**src/rtl/alu_ctrl_pkg.sv**
```systemverilog
// Shared types and constants for the 74181 ALU sequencing controller.
package alu_ctrl_pkg;

    localparam int DATA_W = 8;

    typedef enum logic [1:0] {
        ST_IDLE = 2'd0,
        ST_LOAD = 2'd1,
        ST_EXEC = 2'd2,
        ST_RESP = 2'd3
    } state_t;

    // Logic-mode (M=1) function codes, S3..S0
    localparam logic [3:0] F_NOT_A  = 4'b0000;
    localparam logic [3:0] F_XOR    = 4'b0110;
    localparam logic [3:0] F_AND    = 4'b1011;
    localparam logic [3:0] F_PASS_A = 4'b1111;

endpackage

```
**src/rtl/alu_ctrl.sv**
```systemverilog
// Sequences one external 74181 ALU: latch operands, enable the ALU output for
// SETTLE cycles, capture the result and hold it until the consumer takes it.
//
// state | meaning
// IDLE  | waiting for a command, cmd_ready high
// LOAD  | operands registered onto DR1/DR2, ALU output disabled
// EXEC  | ALU output enabled, settle down-counter running
// RESP  | captured result presented until res_ready
module alu_ctrl
    import alu_ctrl_pkg::*;
#(
    parameter int SETTLE = 1
) (
    input  logic              clk,
    input  logic              rst_n,
    input  logic              cmd_valid,
    output logic              cmd_ready,
    input  logic [3:0]        cmd_func,
    input  logic              cmd_m,
    input  logic              cmd_cn,
    input  logic [DATA_W-1:0] cmd_a,
    input  logic [DATA_W-1:0] cmd_b,
    input  logic              cmd_chain,
    output logic              res_valid,
    input  logic              res_ready,
    output logic [DATA_W-1:0] res_data,
    output logic              res_zero,
    output logic              busy,
    output logic [3:0]        alu_s,
    output logic              alu_m,
    output logic              alu_cn,
    output logic [DATA_W-1:0] alu_dr1,
    output logic [DATA_W-1:0] alu_dr2,
    output logic              alu_b_n,
    input  logic [DATA_W-1:0] alu_q
);

    localparam logic [3:0] SETTLE_INIT = 4'(SETTLE - 1);

    state_t            state;
    state_t            state_nxt;
    logic [3:0]        settle_cnt;
    logic [DATA_W-1:0] last_res;
    logic              handshake;
    logic              exec_done;

    assign handshake = cmd_valid && cmd_ready;
    assign exec_done = (state == ST_EXEC) && (settle_cnt == 4'd0);

    always_comb begin
        state_nxt = state;
        case (state)
            ST_IDLE: if (handshake) state_nxt = ST_LOAD;
            ST_LOAD: state_nxt = ST_EXEC;
            ST_EXEC: if (exec_done) state_nxt = ST_RESP;
            ST_RESP: if (res_ready) state_nxt = ST_IDLE;
            default: state_nxt = ST_IDLE;
        endcase
    end

    always_ff @(posedge clk) begin
        if (!rst_n) begin
            state      <= ST_IDLE;
            settle_cnt <= 4'd0;
            last_res   <= '0;
            alu_s      <= 4'd0;
            alu_m      <= 1'b0;
            alu_cn     <= 1'b0;
            alu_dr1    <= '0;
            alu_dr2    <= '0;
        end else begin
            state <= state_nxt;
            if (handshake) begin
                alu_s   <= cmd_func;
                alu_m   <= cmd_m;
                alu_cn  <= cmd_cn;
                alu_dr1 <= cmd_chain ? last_res : cmd_a;
                alu_dr2 <= cmd_b;
            end
            if (state == ST_LOAD) begin
                settle_cnt <= SETTLE_INIT;
            end else if (state == ST_EXEC && settle_cnt != 4'd0) begin
                settle_cnt <= settle_cnt - 4'd1;
            end
            if (exec_done) begin
                last_res <= alu_q;
            end
        end
    end

    // The captured result doubles as the chaining operand.
    assign res_data  = last_res;
    assign res_zero  = (res_data == '0);
    assign cmd_ready = (state == ST_IDLE);
    assign res_valid = (state == ST_RESP);
    assign busy      = (state != ST_IDLE);
    assign alu_b_n   = (state != ST_EXEC);

endmodule

```
**config.mk**
```make
export PLATFORM = sky130hd
export DESIGN_NAME = alu_ctrl
export DESIGN_NICKNAME = d
export VERILOG_FILES = /design/src/rtl/alu_ctrl_pkg.sv /design/src/rtl/alu_ctrl.sv
export SDC_FILE = /design/constraint.sdc
export NUM_CORES = 1
export LEC_CHECK = 0
export CAP_MARGIN = 30
export CORE_MARGIN = 4
export CORE_UTILIZATION = 44
export DETAILED_ROUTE_END_ITERATION = 8
export PLACE_DENSITY = 0.8
export SLEW_MARGIN = 10
export SYNTH_ARGS = -nofsm -noshare
export SYNTH_HDL_FRONTEND = slang
export SYNTH_SLANG_ARGS = --single-unit
```
**constraint.sdc**
```tcl
create_clock -name clk -period 3.6 [get_ports clk]
set_input_delay 0.72 -clock clk [delete_from_list [all_inputs] [get_ports clk]]
set_output_delay 0.72 -clock clk [all_outputs]
set_load 0.01 [all_outputs]
```
# Word-level counts from Yosys, hierarchy flattened
# Cells that the tools add are included.
[classes] n_addsub=1 n_eq_ne=7 mux=5 n_bitwise=1 n_reduce_logical=10
[ops] cell="$logic_not A8 Y1" count=1
[ops] cell="$mux W8" count=1
[ops] cell="$pmux W2 S4" count=1
[ops] cell="$mux W2" count=3
[ops] cell="$eq A2 B2 Y1 const B" count=2
[ops] cell="$logic_not A4 Y1" count=1
[ops] cell="$ne A2 B1 Y1 const B" count=2
[ops] cell="$ne A2 B2 Y1 const B" count=2
[ops] cell="$reduce_bool A4 Y1" count=1
[ops] cell="$sub A4 B1 Y4 const B" count=1
[ops] cell="$logic_and A1 B1 Y1" count=3
[ops] cell="$reduce_and A3 Y1" count=1
[ops] cell="$eq A2 B1 Y1 const B" count=1
[ops] cell="$logic_not A2 Y1" count=1
[ops] cell="$reduce_bool A2 Y1" count=1
[ops] cell="$reduce_or A2 Y1" count=1
[ops] cell="$not A1 Y1" count=1
[word_totals] regBits=36 output_inout_bits=35

# Logic depth before layout (Yosys ltp)
# Gate-level depths: netlist (run 1).
[depth] depth_word=4 mapped_depth=7 mapped_depth_nobuf=5

# Worst setup path before layout (run 1)
# No wires, ideal clock.
[synth_path] kind="flip-flop to output port" start="register last_res[5], in the netlist res_data[5]" end="output port res_zero" t_arrival_ns=1.037 slack_ns=1.843 stages_incl_launch_ff=3 n_path_buf=0 path_cell_list="dfxtp_1 or4_1 nor2_1"
[synth_between] elab_chain_cells=1
[synth_rtl] item="start, declared" line_no="alu_ctrl.sv:43" source="logic [DATA_W-1:0] last_res;"
[synth_rtl] item="start signal, assigned" line_no="alu_ctrl.sv:86" source="last_res <= alu_q;"
[synth_rtl] item="$logic_not A8 Y1" line_no="alu_ctrl.sv:93" source="assign res_zero = (res_data == '0);"
[synth_rtl] item="end, declared" line_no="alu_ctrl.sv:27" source="output logic res_zero,"
# No other way between the ends.

# Worst setup path after layout (run 1)
# Same ends and word-level chain as after synthesis.

==> results of run 1 <==
worst register-to-register path, delay by kind of cell (launching register included):
kind | cells | cell delay (ns)
AND/OR/NAND/NOR | 1 | 0.46
AO/OA/AOI/OAI | 1 | 0.37
buffers and inverters | 1 | 0.09
adder cells (fa/ha/maj) | 1 | 0.19
flip-flops | 1 | 0.32
multiplexers | 1 | 0.13
layout by cell type (no fill, tap or decap), drive strengths merged, types with 5 or more instances in the layout:
cell type,n
a21boi,14
clkbuf,8
clkdlybuf4s50,69
dfxtp,36
ha,5
inv,7
mux2i,17
nand2,39
nor2b,9
o211a,8
synth_stat cells, drive strengths merged:
library cell,n,share of area (%)
dfxtp,36,46
o211a,8,5.1
a21boi,14,6.7
nor2,2,0.48
or4,2,0.96
nand2b,1,0.40
o31ai,1,0.48
nand2,39,9.3
or3b,1,0.56
a221o,1,0.64
buf,3,0.96
a21oi,4,1.3
inv,7,1.7
nand3,1,0.32
or4b,1,0.64
nor2b,9,3.6
a311oi,1,0.56
o21ai,1,0.32
and4bb,1,0.80
o211ai,1,0.48
xor2,1,0.56
or3,1,0.40
a21o,1,0.56
clkbuf,8,1.9
ha,5,4.0
mux2i,17,11
and2,1,0.40
per-layer routing:
metal | up-vias | global-route usage, % | wire length [um]
li1 | 700 | - | -
met1 | 646 | 19.7 | 1580
met2 | 37 | 32.7 | 2000
met3 | 7 | 6.99 | 243
met4 | 0 | 5.06 | 50
met5 | - | 0 | 0
layout make-up:
cell class / count / area [um2] / share of cell area, %
Multi-Input combinational cell: 114 / 774 / 32.9
Sequential cell: 36 / 721 / 30.7
Timing Repair Buffer: 71 / 713 / 30.3
Clock buffer: 8 / 58.8 / 2.50
Tap cell: 46 / 57.6 / 2.45
Inverter: 7 / 26.3 / 1.12
cells by family after synthesis:
kind of cell | after synthesis
AO/OA/AOI/OAI | 32
XOR/XNOR | 1
adder cells (fa/ha/maj) | 5
buffers and inverters | 18
flip-flops | 36
multiplexers | 17
AND/OR/NAND/NOR | 59
state kept, by name, indices dropped and copies added, names as in the netlist:
name / flops
settle_cnt: 4
res_data: 8
state: 2
alu_s: 4
alu_m: 1
alu_dr1: 8
alu_cn: 1
alu_dr2: 8
path summary, 6_finish.rpt:
| check | depth (start not counted) | to | start |
|---|---|---|---|
| min reg2reg | 2 | alu_dr2[7]$_SDFFE_PN0P_ | alu_dr2[7]$_SDFFE_PN0P_ |
| max reg2reg | 5 | state[1]$_SDFFE_PN0P_ | settle_cnt[0]$_SDFFE_PP0P_ |
| max | 3 | res_zero | res_data[5]$_SDFFE_PN0P_ |
| min | 2 | alu_dr2[7]$_SDFFE_PN0P_ | alu_dr2[7]$_SDFFE_PN0P_ |
where the power goes:
part | switching (mW) | internal, mW
registers | 0.0490 | 0.472
logic | 0.262 | 0.309
clock network | 0.122 | 0.0964
==> out/qor.csv, run 1 <==
metric,value,unit
finalPower,1.31,mW
post-place-ws,1.16,ns
grt_pass1_vias,1428,
max_stage_delay,0.55,ns
cellLeakagePower,0.975,nW
grt_max_degree,31,
setup_slack,1.01,ns
antenna_found_initial,0,
slew_headroom,62.9,%
avgSynthCellArea,9.32,um2
postCtsSetupRepairBufs,0,
vias_per_cell,4.93,
fp.dieW,67.7,um
synth_nets,208,
core_region_area,0.00339,mm2
drc,0,
clk_pin_slew,0.10,ns
post_drt_wl_per_cell,13.7,um
ys_seq_area_share,46.0,%
netlist_area,0.00157,mm2
gr-usage-all-layers,18.2,%
routabilityCongestion,0.841,
synth_xor_xnor_area_share,0.559,%
crit_family,simple AND/OR/NAND/NOR gates,
clockBufferDepth,2,
clk_latency,0.33,ns
ctsResizeCount,0,
ys_warn_count,0,
synth_cell_types,27,
dp_hpwl,3000,um
nets,275,
ctsHoldBuffers,0,
yosys.area_share.simple,17.9,%
die_area,0.00458,mm2
drive_gt1_share,4.24,%
cts_buffers,5,
fin_cells,282,
grt_first_pass_wirelength,6270,um
synth_top_family_by_area,simple AND/OR/NAND/NOR gates,
cap_violations,0,
hold_viol_final,0,
ant_nets,0,
whs,0.466,ns
finalCriticalPeriod,2.59,ns
reg2reg_slack,1.94,ns
first_pass_iters,4,
min_path_type,reg -> reg,
rsz0062_at_grt,no,
num_io_pins,70,
worstPathMaxFanout,4,
final_util,69.4,%
design_area,0.00235,mm2
initialDrtViolationCount,42,
n_fill_cell,268,
startpoint_type,flop,
muxShareOfSynthArea,10.9,%
io_buffers,69,
synth_seq_cells,36,
grt-ovfl-total,0,
syn-instance-count,168,
ir_worst_vdd,0.298,mV
critPathKind,reg -> out,
synthAdderAreaFrac,3.99,%
cts_htree_levels,2,
required,2.88,ns
place_area,0.00228,mm2
start_util,46.2,%
max_freq,386,MHz
power_density,557,mW/mm2
vias,1390,
maxSlewViolCount,0,
cts_tree,done,
tightest_slew,0.555,ns
cp.arrival,1.87,ns
fin_skew,0.00534,ns
setup_violations,0,
finalWirelength,3880,um
crit_path_top_delay_cell,clkdlybuf4s50_1,
dp.cells,273,
synth_compound_area_share,16.1,%
clockRootBuffer,clkbuf_4,
tns,0,ns
crit_buf_inv,1,
rows,21,
outcome,"finished, final reports clean",
crit_chain,or4_1 -> nor2_1 -> clkdlybuf4s50_1,
finalCritPeriodShare,72.0,%
crit_path_end_kind,output port,
antennaDiodeCount,0,
area_growth,50.1,%
die_h,67.7,um
cts_sinks,36,
No activity file was read; power rests on OpenSTA's default activity.
==> run 2, diff against run 1 <==
--- a/config.mk
+++ b/config.mk
@@ -7,9 +7,9 @@
 export LEC_CHECK = 0
 export CAP_MARGIN = 30
 export CORE_MARGIN = 4
-export CORE_UTILIZATION = 44
+export CORE_UTILIZATION = 41
 export DETAILED_ROUTE_END_ITERATION = 8
-export PLACE_DENSITY = 0.8
+export PLACE_DENSITY = 0.75
 export SLEW_MARGIN = 10
 export SYNTH_ARGS = -nofsm -noshare
 export SYNTH_HDL_FRONTEND = slang
==> constraint.sdc (replaced) <==
create_clock -name clk -period 2.6 [get_ports clk]
set_input_delay 0.52 -clock clk [delete_from_list [all_inputs] [get_ports clk]]
set_output_delay 0.52 -clock clk [all_outputs]
set_load 0.01 [all_outputs]
==> out/qor.csv, run 2 (same netlist as run 1, synthesis figures left out) <==
metric,value,unit
ctsHoldBuffers,0,
startpoint_type,flop,
fin_skew,0.00558,ns
worstPathMaxFanout,4,
io_buffers,69,
vias_per_cell,4.80,
reg2reg_slack,0.97,ns
nets,276,
finalWirelength,3670,um
grt-ovfl-total,0,
cts_htree_levels,2,
design_area,0.00241,mm2
ctsResizeCount,0,
route.top_layer_used,met4,
p_int,1.36,mW
grt_pass1_vias,1309,
share_comb_of_total_power,39.1,%
clockRootBuffer,clkbuf_8,
die_area,0.00487,mm2
drc,0,
gr-usage-all-layers,15.2,%
hold_viol_final,0,
antenna_found_initial,0,
first_pass_iters,4,
grt_first_pass_wirelength,5910,um
core_region_area,0.00369,mm2
setup_slack,0.267,ns
switching_share,31.3,%
routed-wl-met3,249,um
required,2.08,ns
initialDrtViolationCount,34,
postCtsSetupRepairBufs,0,
layout_common_cells,"clkdlybuf4s50_1 (69), nand2_1 (39), dfxtp_1 (36)",
wl_met2,1770,um
multi_input_area,774,um2
final_util,65.2,%
cts_tree,done,
crit_path_end_kind,output port,
rsz0062_at_grt,no,
place_area,0.00229,mm2
cellLeakagePower,1.00,nW
slew_headroom,68.1,%
crit_buf_inv,1,
tightest_slew,0.478,ns
cts_buffers,5,
maxSlewViolCount,0,
cp.arrival,1.81,ns
clockBufferDepth,2,
ant_nets,0,
start_util,42.5,%
setup_violations,0,
finalCriticalPeriod,2.33,ns
die_h,69.8,um
regArea,721,um2
crit_chain,or4_1 -> nor2_1 -> clkdlybuf4s50_1,
finalCritPeriodShare,89.7,%
vias,1367,
fp.dieW,69.8,um
cap_violations,0,
post-place-ws,0.573,ns
final_common_cell,clkdlybuf4s50_1,
max_stage_delay,0.54,ns
clk_pin_slew,0.07,ns
outcome,"finished, final reports clean",
post_drt_wl_per_cell,12.9,um
power_density,821,mW/mm2
max_freq,429,MHz
clkPwrFrac,24.7,%
rows,22,
antennaDiodeCount,0,
p_sw,0.619,mW
crit_family,simple AND/OR/NAND/NOR gates,
cts_sinks,36,
area_growth,53.6,%
num_io_pins,70,
dp_hpwl,2690,um
drive_gt1_share,5.49,%
clk_latency,0.29,ns
tns,0,ns
routabilityCongestion,0.710,
min_path_type,reg -> reg,
wl_met1,1630,um
n_fill_cell,338,
crit_path_top_delay_cell,clkdlybuf4s50_1,
ir_worst_vdd,0.519,mV
critPathKind,reg -> out,
power_frac_seq,36.3,%
grt_max_degree,31,
==> run 2: worst register-to-register path, cell delays in order, from the launching register on <==
cell and delay (ns):
dfxtp_1 0.33, inv_1 0.10, ha_1 0.33, and4bb_2 0.47, mux2i_1 0.25, nor2b_1 0.06
==> run 2: path summary, 6_finish.rpt <==
path / start / to / depth (start not counted)
worst max-delay path: res_data[5]$_SDFFE_PN0P_ / res_zero / 3
worst min-delay path: alu_dr2[1]$_SDFFE_PN0P_ / alu_dr2[1]$_SDFFE_PN0P_ / 2
worst max register to register: state[0]$_SDFFE_PN0P_ / res_data[6]$_SDFFE_PN0P_ / 5
worst min register to register: alu_dr2[1]$_SDFFE_PN0P_ / alu_dr2[1]$_SDFFE_PN0P_ / 2
==> run 2: layer usage <==
layer,vias up,track usage [%]
met4,0,4.47
met5,-,0
met3,4,7.83
li1,703,-
met1,629,17.4
met2,31,24.8
==> run 2: power groups by stage <==
stage / sequential, mW / clock, mW / combinational [mW]
after CTS: 0.718 / 0.500 / 0.788
after detailed placement: 0.730 / 0 / 0.785
after global routing: 0.729 / 0.526 / 0.854
after global placement: 0.728 / 0 / 0.781
final: 0.717 / 0.487 / 0.773
after floorplan: 0.765 / 0 / 0.368
==> run 2: cell type report <==
type	instances	area share [%]
multi-input combinational	114	32.2
sequential	36	30.0
timing repair buffer	72	29.6
clock buffer	5	2.86
tap	48	2.50
clock inverter	3	1.77
inverter	7	1.09
==> run 2: stage by stage <==
step                      hold WS, ns  power [mW]  std cells
after floorplan                 0.471        1.13        168
after global placement          0.449        1.51        277
after detailed placement        0.455        1.51        277
after CTS                       0.466        2.01        285
after global routing            0.494        2.11        285
final                           0.461        1.98        285
==> edit 1 (flow settings as in run 2) <==
The package constant `DATA_W` goes from 8 to 6.
--- a/src/rtl/alu_ctrl_pkg.sv
+++ b/src/rtl/alu_ctrl_pkg.sv
@@ -2,5 +2,5 @@
 package alu_ctrl_pkg;
 
-    localparam int DATA_W = 8;
+    localparam int DATA_W = 6;
 
     typedef enum logic [1:0] {
Interface: changed (6 resized); port bits go from 70 to 58. No check against the original RTL was run, so the function may have changed too.
==> edit 1 against run 2 <==
Clock skew is 6.4 ps higher. Design area shrank 16%. Wire length is 11% lower. Cell count down 14%. Sequential power down 13%. Combinational power down 2.8%. Fmax shrank 5.8%. Total power is 11% lower. Sequential cell count fell by 6. Sequential share of layout area fell by 0.084 points. Highest routed layer unchanged. Synthesized area is 15% lower. Setup slack lost 140 ps. Register-to-register slack lost 200 ps.
==> edit 1: results <==
set metrics [dict create \
    outcome "completed" \
    port-buffer-count 57 \
    gp_routability_congestion 0.741 \
    static-leakage-power_nw 0.839 \
    final_layout_size_suffix_gt1_share_pct 5.47 \
    synth.top_cells.by_area "sky130_fd_sc_hd__dfxtp_1, sky130_fd_sc_hd__mux2i_1, sky130_fd_sc_hd__nand2_1" \
    clk_pin_slew_worst_paths_ps 100 \
    count_of_flip_flops_with_a_built_in_enable_after_synthesis 0 \
    r2r_start "settle_cnt[0]$_SDFFE_PP0P_" \
    vias_in_the_first_global_route 1266 \
    ctsRootBufferMaster "sky130_fd_sc_hd__clkbuf_4" \
    post_synth_most_frequent_cells "sky130_fd_sc_hd__nand2_1, sky130_fd_sc_hd__dfxtp_1, sky130_fd_sc_hd__mux2i_1" \
    tritoncts.num_buffers 5 \
    cts_buffer_depth 2 \
    critical_path.endpoint "res_zero" \
    transition_time_at_the_pin_with_the_least_slew_margin_ps 536 \
    r2r_setup_slack_ps 770 \
    cts_h_tree_depth 2 \
    synth_seq_area_share_pct 45.1 \
    peak_supply_drop_mv 0.647 \
    vias_per_cell 4.92 \
    slowest_stage "sky130_fd_sc_hd__clkdlybuf4s50_1" \
    dp_hpwl_microns 2570 \
    grt.total_usage_pct 17.4 \
    synth_fp_nets 180 \
    insertion_delay_ps 330 \
    number_of_post_cts_setup_repair_buffers 0 \
    largest_net_degree_at_the_start_of_global_routing 25 \
    setup_crit_start "res_data[2]$_SDFFE_PN0P_" \
    worst_ep_arrival_time_ps 1960 \
    hold_class "reg2reg" \
    drt_first_pass_iters 4 \
    max_stage_delay_ps 580 \
    post_cts_resize_count 0 \
    rr_endpoint "state[1]$_SDFFE_PN0P_" \
    ys_warn_count 0 \
    worst_clock_skew_ps 12.0 \
    nets 235 \
    detailedRoute.firstIterationViolations 40 \
    number_of_distinct_standard_cells_referenced_by_the_synthesized_netlist 28 \
    antenna_found_initial 0 \
    worstRegToRegCells 5 \
    placed_cell_area_sq_um 1930 \
    drt_wl_total_microns 3280 \
    hold_violations 0 \
    grt_first_pass_wirelength_microns 5660 \
]
edit 1: cell types whose count changed after synthesis, sizes merged, moves of 2 or more:
cell | run 2 | this run
a21boi | 14 | 12
dfxtp | 36 | 30
nand2 | 39 | 34
nor2b | 9 | 6
mux2i | 17 | 14
o211a | 8 | 6
clkbuf | 8 | 10
buf | 3 | 1
edit 1: worst min-delay path by stage:
stage	startpoint	end	slack (ps)	cells after the start
after floorplan	state[1]$_SDFFE_PN0P_	state[1]$_SDFFE_PN0P_	470	2
after global placement	alu_dr2[1]$_SDFFE_PN0P_	alu_dr2[1]$_SDFFE_PN0P_	450	2
after detailed placement	alu_dr2[1]$_SDFFE_PN0P_	alu_dr2[1]$_SDFFE_PN0P_	460	2
after CTS	alu_dr2[1]$_SDFFE_PN0P_	alu_dr2[1]$_SDFFE_PN0P_	470	2
after global routing	alu_dr2[3]$_SDFFE_PN0P_	alu_dr2[3]$_SDFFE_PN0P_	490	2
final	alu_dr2[1]$_SDFFE_PN0P_	alu_dr2[1]$_SDFFE_PN0P_	470	2
edit 1: per-layer routing:
| layer | track usage (%) | wire [microns] |
|---|---|---|
| met5 | 0 | 0 |
| met4 | 7.77 | 66 |
| met3 | 5.89 | 227 |
| met2 | 31.4 | 1710 |
| met1 | 17.9 | 1280 |
edit 1: cells by family after synthesis:
logic type / Yosys count / synth area share, %
AND/OR/NAND/NOR: 50 / 17.7
flip-flops: 30 / 45.1
AO/OA/AOI/OAI: 27 / 15.8
buffers and inverters: 19 / 5.54
multiplexers: 14 / 10.5
adder cells (fa/ha/maj): 5 / 4.69
XOR/XNOR: 1 / 0.657
edit 1: stage by stage:
stage	power, W	setup WS [ps]	utilization [%]	hold WS (ps)	std cells
floorplan	0.00102	962	-	468	146
global placement	0.00136	522	62.7	452	238
detailed placement	0.00139	513	62.7	459	238
CTS	0.00178	115	65.3	472	245
global route	0.00188	27.7	65.3	490	245
finish	0.00175	124	65.3	467	245
edit 1: cell type report:
class                           count  area (sq um)
Fill cell                         271          1070
Clock buffer                        6          51.3
Timing Repair Buffer               59           586
Multi-Input combinational cell     97           658
Clock inverter                      1          30.0
Inverter                            8          30.0
Tap cell                           44          55.1
Sequential cell                    30           601
edit 1: where the power goes:
| part | internal (W) | switching, W |
|---|---|---|
| Clock | 0.000224 | 0.000155 |
| Sequential | 0.000558 | 0.0000655 |
| Combinational | 0.000403 | 0.000348 |
edit 1: critical path, delay by kind of cell, from the launching register on:
| family | cells | cell delay, ps |
|---|---|---|
| buf+inv | 1 | 580 |
| flops | 1 | 350 |
| simple gates | 2 | 690 |
==> edit 2 (settings of run 2) <==
Made on the original files. Make the reset (`rst_n`) asynchronous in one clocked block.
--- a/src/rtl/alu_ctrl.sv
+++ b/src/rtl/alu_ctrl.sv
@@ -59,5 +59,5 @@
     end
 
-    always_ff @(posedge clk) begin
+    always_ff @(posedge clk or negedge rst_n) begin
         if (!rst_n) begin
             state      <= ST_IDLE;
Function: differs if rst_n is asserted again (counterexample within 4 cycles, from zero or initial values and one cycle with rst_n low); with rst_n held inactive, the same outputs for 10 cycles.
==> edit 2 against run 2 <==
Design area rose by 0.99%. Synthesized area rose by 2.4%. Register-to-register slack got worse by 280 ps. Wire length barely moved. First-iteration DRC count fell by 29%. Sequential cell count did not move. Setup slack got worse by 61 ps. Total power rose by 36%. Critical endpoint unchanged. Largest cell class is now registers.
==> edit 2: results <==
set metrics [dict create \
    slew_headroom_pct 59.0 \
    number_of_distinct_standard_cells_referenced_by_the_synthesized_netlist 27 \
    synth_xor_area_share_pct 0 \
    detailedRoute.firstIterationViolations 24 \
    netlist_instances 123 \
    drt_first_pass_iters 3 \
    synthAdderAreaFrac_pct 3.90 \
    r2r_start "settle_cnt[0]$_DFFE_PN0P_" \
    hold_end "alu_dr1[5]$_DFFE_PN0P_" \
    multiplexer_share_of_the_synthesized_area_pct 21.4 \
    r2r_setup_slack_ps 690 \
    placed_cell_area_sq_um 2340 \
    startpoint_of_the_lowest_slack_hold_path "alu_dr1[5]$_DFFE_PN0P_" \
    via_count 1204 \
    synth.top_cells.by_area "sky130_fd_sc_hd__dfrtp_1, sky130_fd_sc_hd__mux2_2, sky130_fd_sc_hd__mux2i_1" \
    worst_ep_arrival_time_ps 1870 \
    drt_wl_total_microns 3670 \
    hold_class "reg2reg" \
    final_layout_size_suffix_gt1_share_pct 19.3 \
    outcome "completed" \
    vias_in_the_first_global_route 1276 \
    maxClockFrequency_mhz 418 \
    synth-main-ff-cell "sky130_fd_sc_hd__dfrtp_1" \
    peak_supply_drop_mv 0.531 \
    post_synth_most_frequent_cells "sky130_fd_sc_hd__dfrtp_1, sky130_fd_sc_hd__mux2_2, sky130_fd_sc_hd__nand2_1" \
    whs_ps 483 \
    grt_first_pass_wirelength_microns 6230 \
    synth_fp_nets 163 \
    synth_seq_area_share_pct 56.2 \
    clk_pin_slew_worst_paths_ps 70 \
    worst_clock_skew_ps 4.73 \
    dp_worst_setup_slack_ps 515 \
    static-leakage-power_nw 1.05 \
    grt.total_usage_pct 15.8 \
    gp_routability_congestion 0.784 \
    dp_hpwl_microns 2820 \
    synth_compound_gate_area_share_pct 7.33 \
    largest_net_degree_at_the_start_of_global_routing 37 \
    rr_endpoint "state[1]$_DFFE_PN0P_" \
    setup_crit_start "res_data[2]$_DFFE_PN0P_" \
    vias_per_cell 4.91 \
]
[edit 2: cell types whose count changed in the layout (fill, tap and decap cells not counted), sizes merged, moves of 2 or more]
| cell | before | now |
|---|---|---|
| a21boi | 14 | 0 |
| clkinv | 1 | 3 |
| dfrtp | 0 | 36 |
| dfxtp | 36 | 0 |
| mux2 | 0 | 23 |
| mux2i | 17 | 8 |
| nand2 | 39 | 11 |
| nor2b | 9 | 1 |
| o211a | 8 | 0 |
| o21ai | 1 | 8 |
[edit 2: logic make-up (layout without fill, tap and decap cells)]
group / after synthesis / count (layout)
AND/OR/NAND/NOR: 22 / 22
buffers and inverters: 13 / 87
adder cells (fa/ha/maj): 5 / 5
AO/OA/AOI/OAI: 16 / 16
flip-flops: 36 / 36
multiplexers: 31 / 31
[edit 2: per-layer routing]
metal | part of all wire [%] | vias up | global-route usage (%)
li1 | - | 577 | -
met1 | 41 | 571 | 19.5
met2 | 47 | 49 | 24.9
met3 | 8.8 | 7 | 5.97
met4 | 2.5 | 0 | 6.68
met5 | 0 | - | 0
[edit 2: worst max-delay path: stages, from the launching register on]
cell                              delay (ps)
sky130_fd_sc_hd__dfrtp_1                 410
sky130_fd_sc_hd__or4_1                   540
sky130_fd_sc_hd__nor2_1                  110
sky130_fd_sc_hd__clkdlybuf4s50_1         540
[edit 2: final cells by class]
class / count / area (sq um)
inverters: 7 / 26.3
well taps: 48 / 60.1
fillers: 289 / 1290
clock inverters: 3 / 18.8
repair buffers: 72 / 713
flip-flops and latches: 36 / 901
multi-input cells: 74 / 642
clock buffers: 5 / 68.8
[edit 2: power breakdown]
part | switching, W | total, W | internal, W
sequential | 0.000157 | 0.000970 | 0.000814
combinational | 0.000520 | 0.00134 | 0.000817
clock | 0.000197 | 0.000383 | 0.000186
total | 0.000874 | 0.00269 | 0.00182
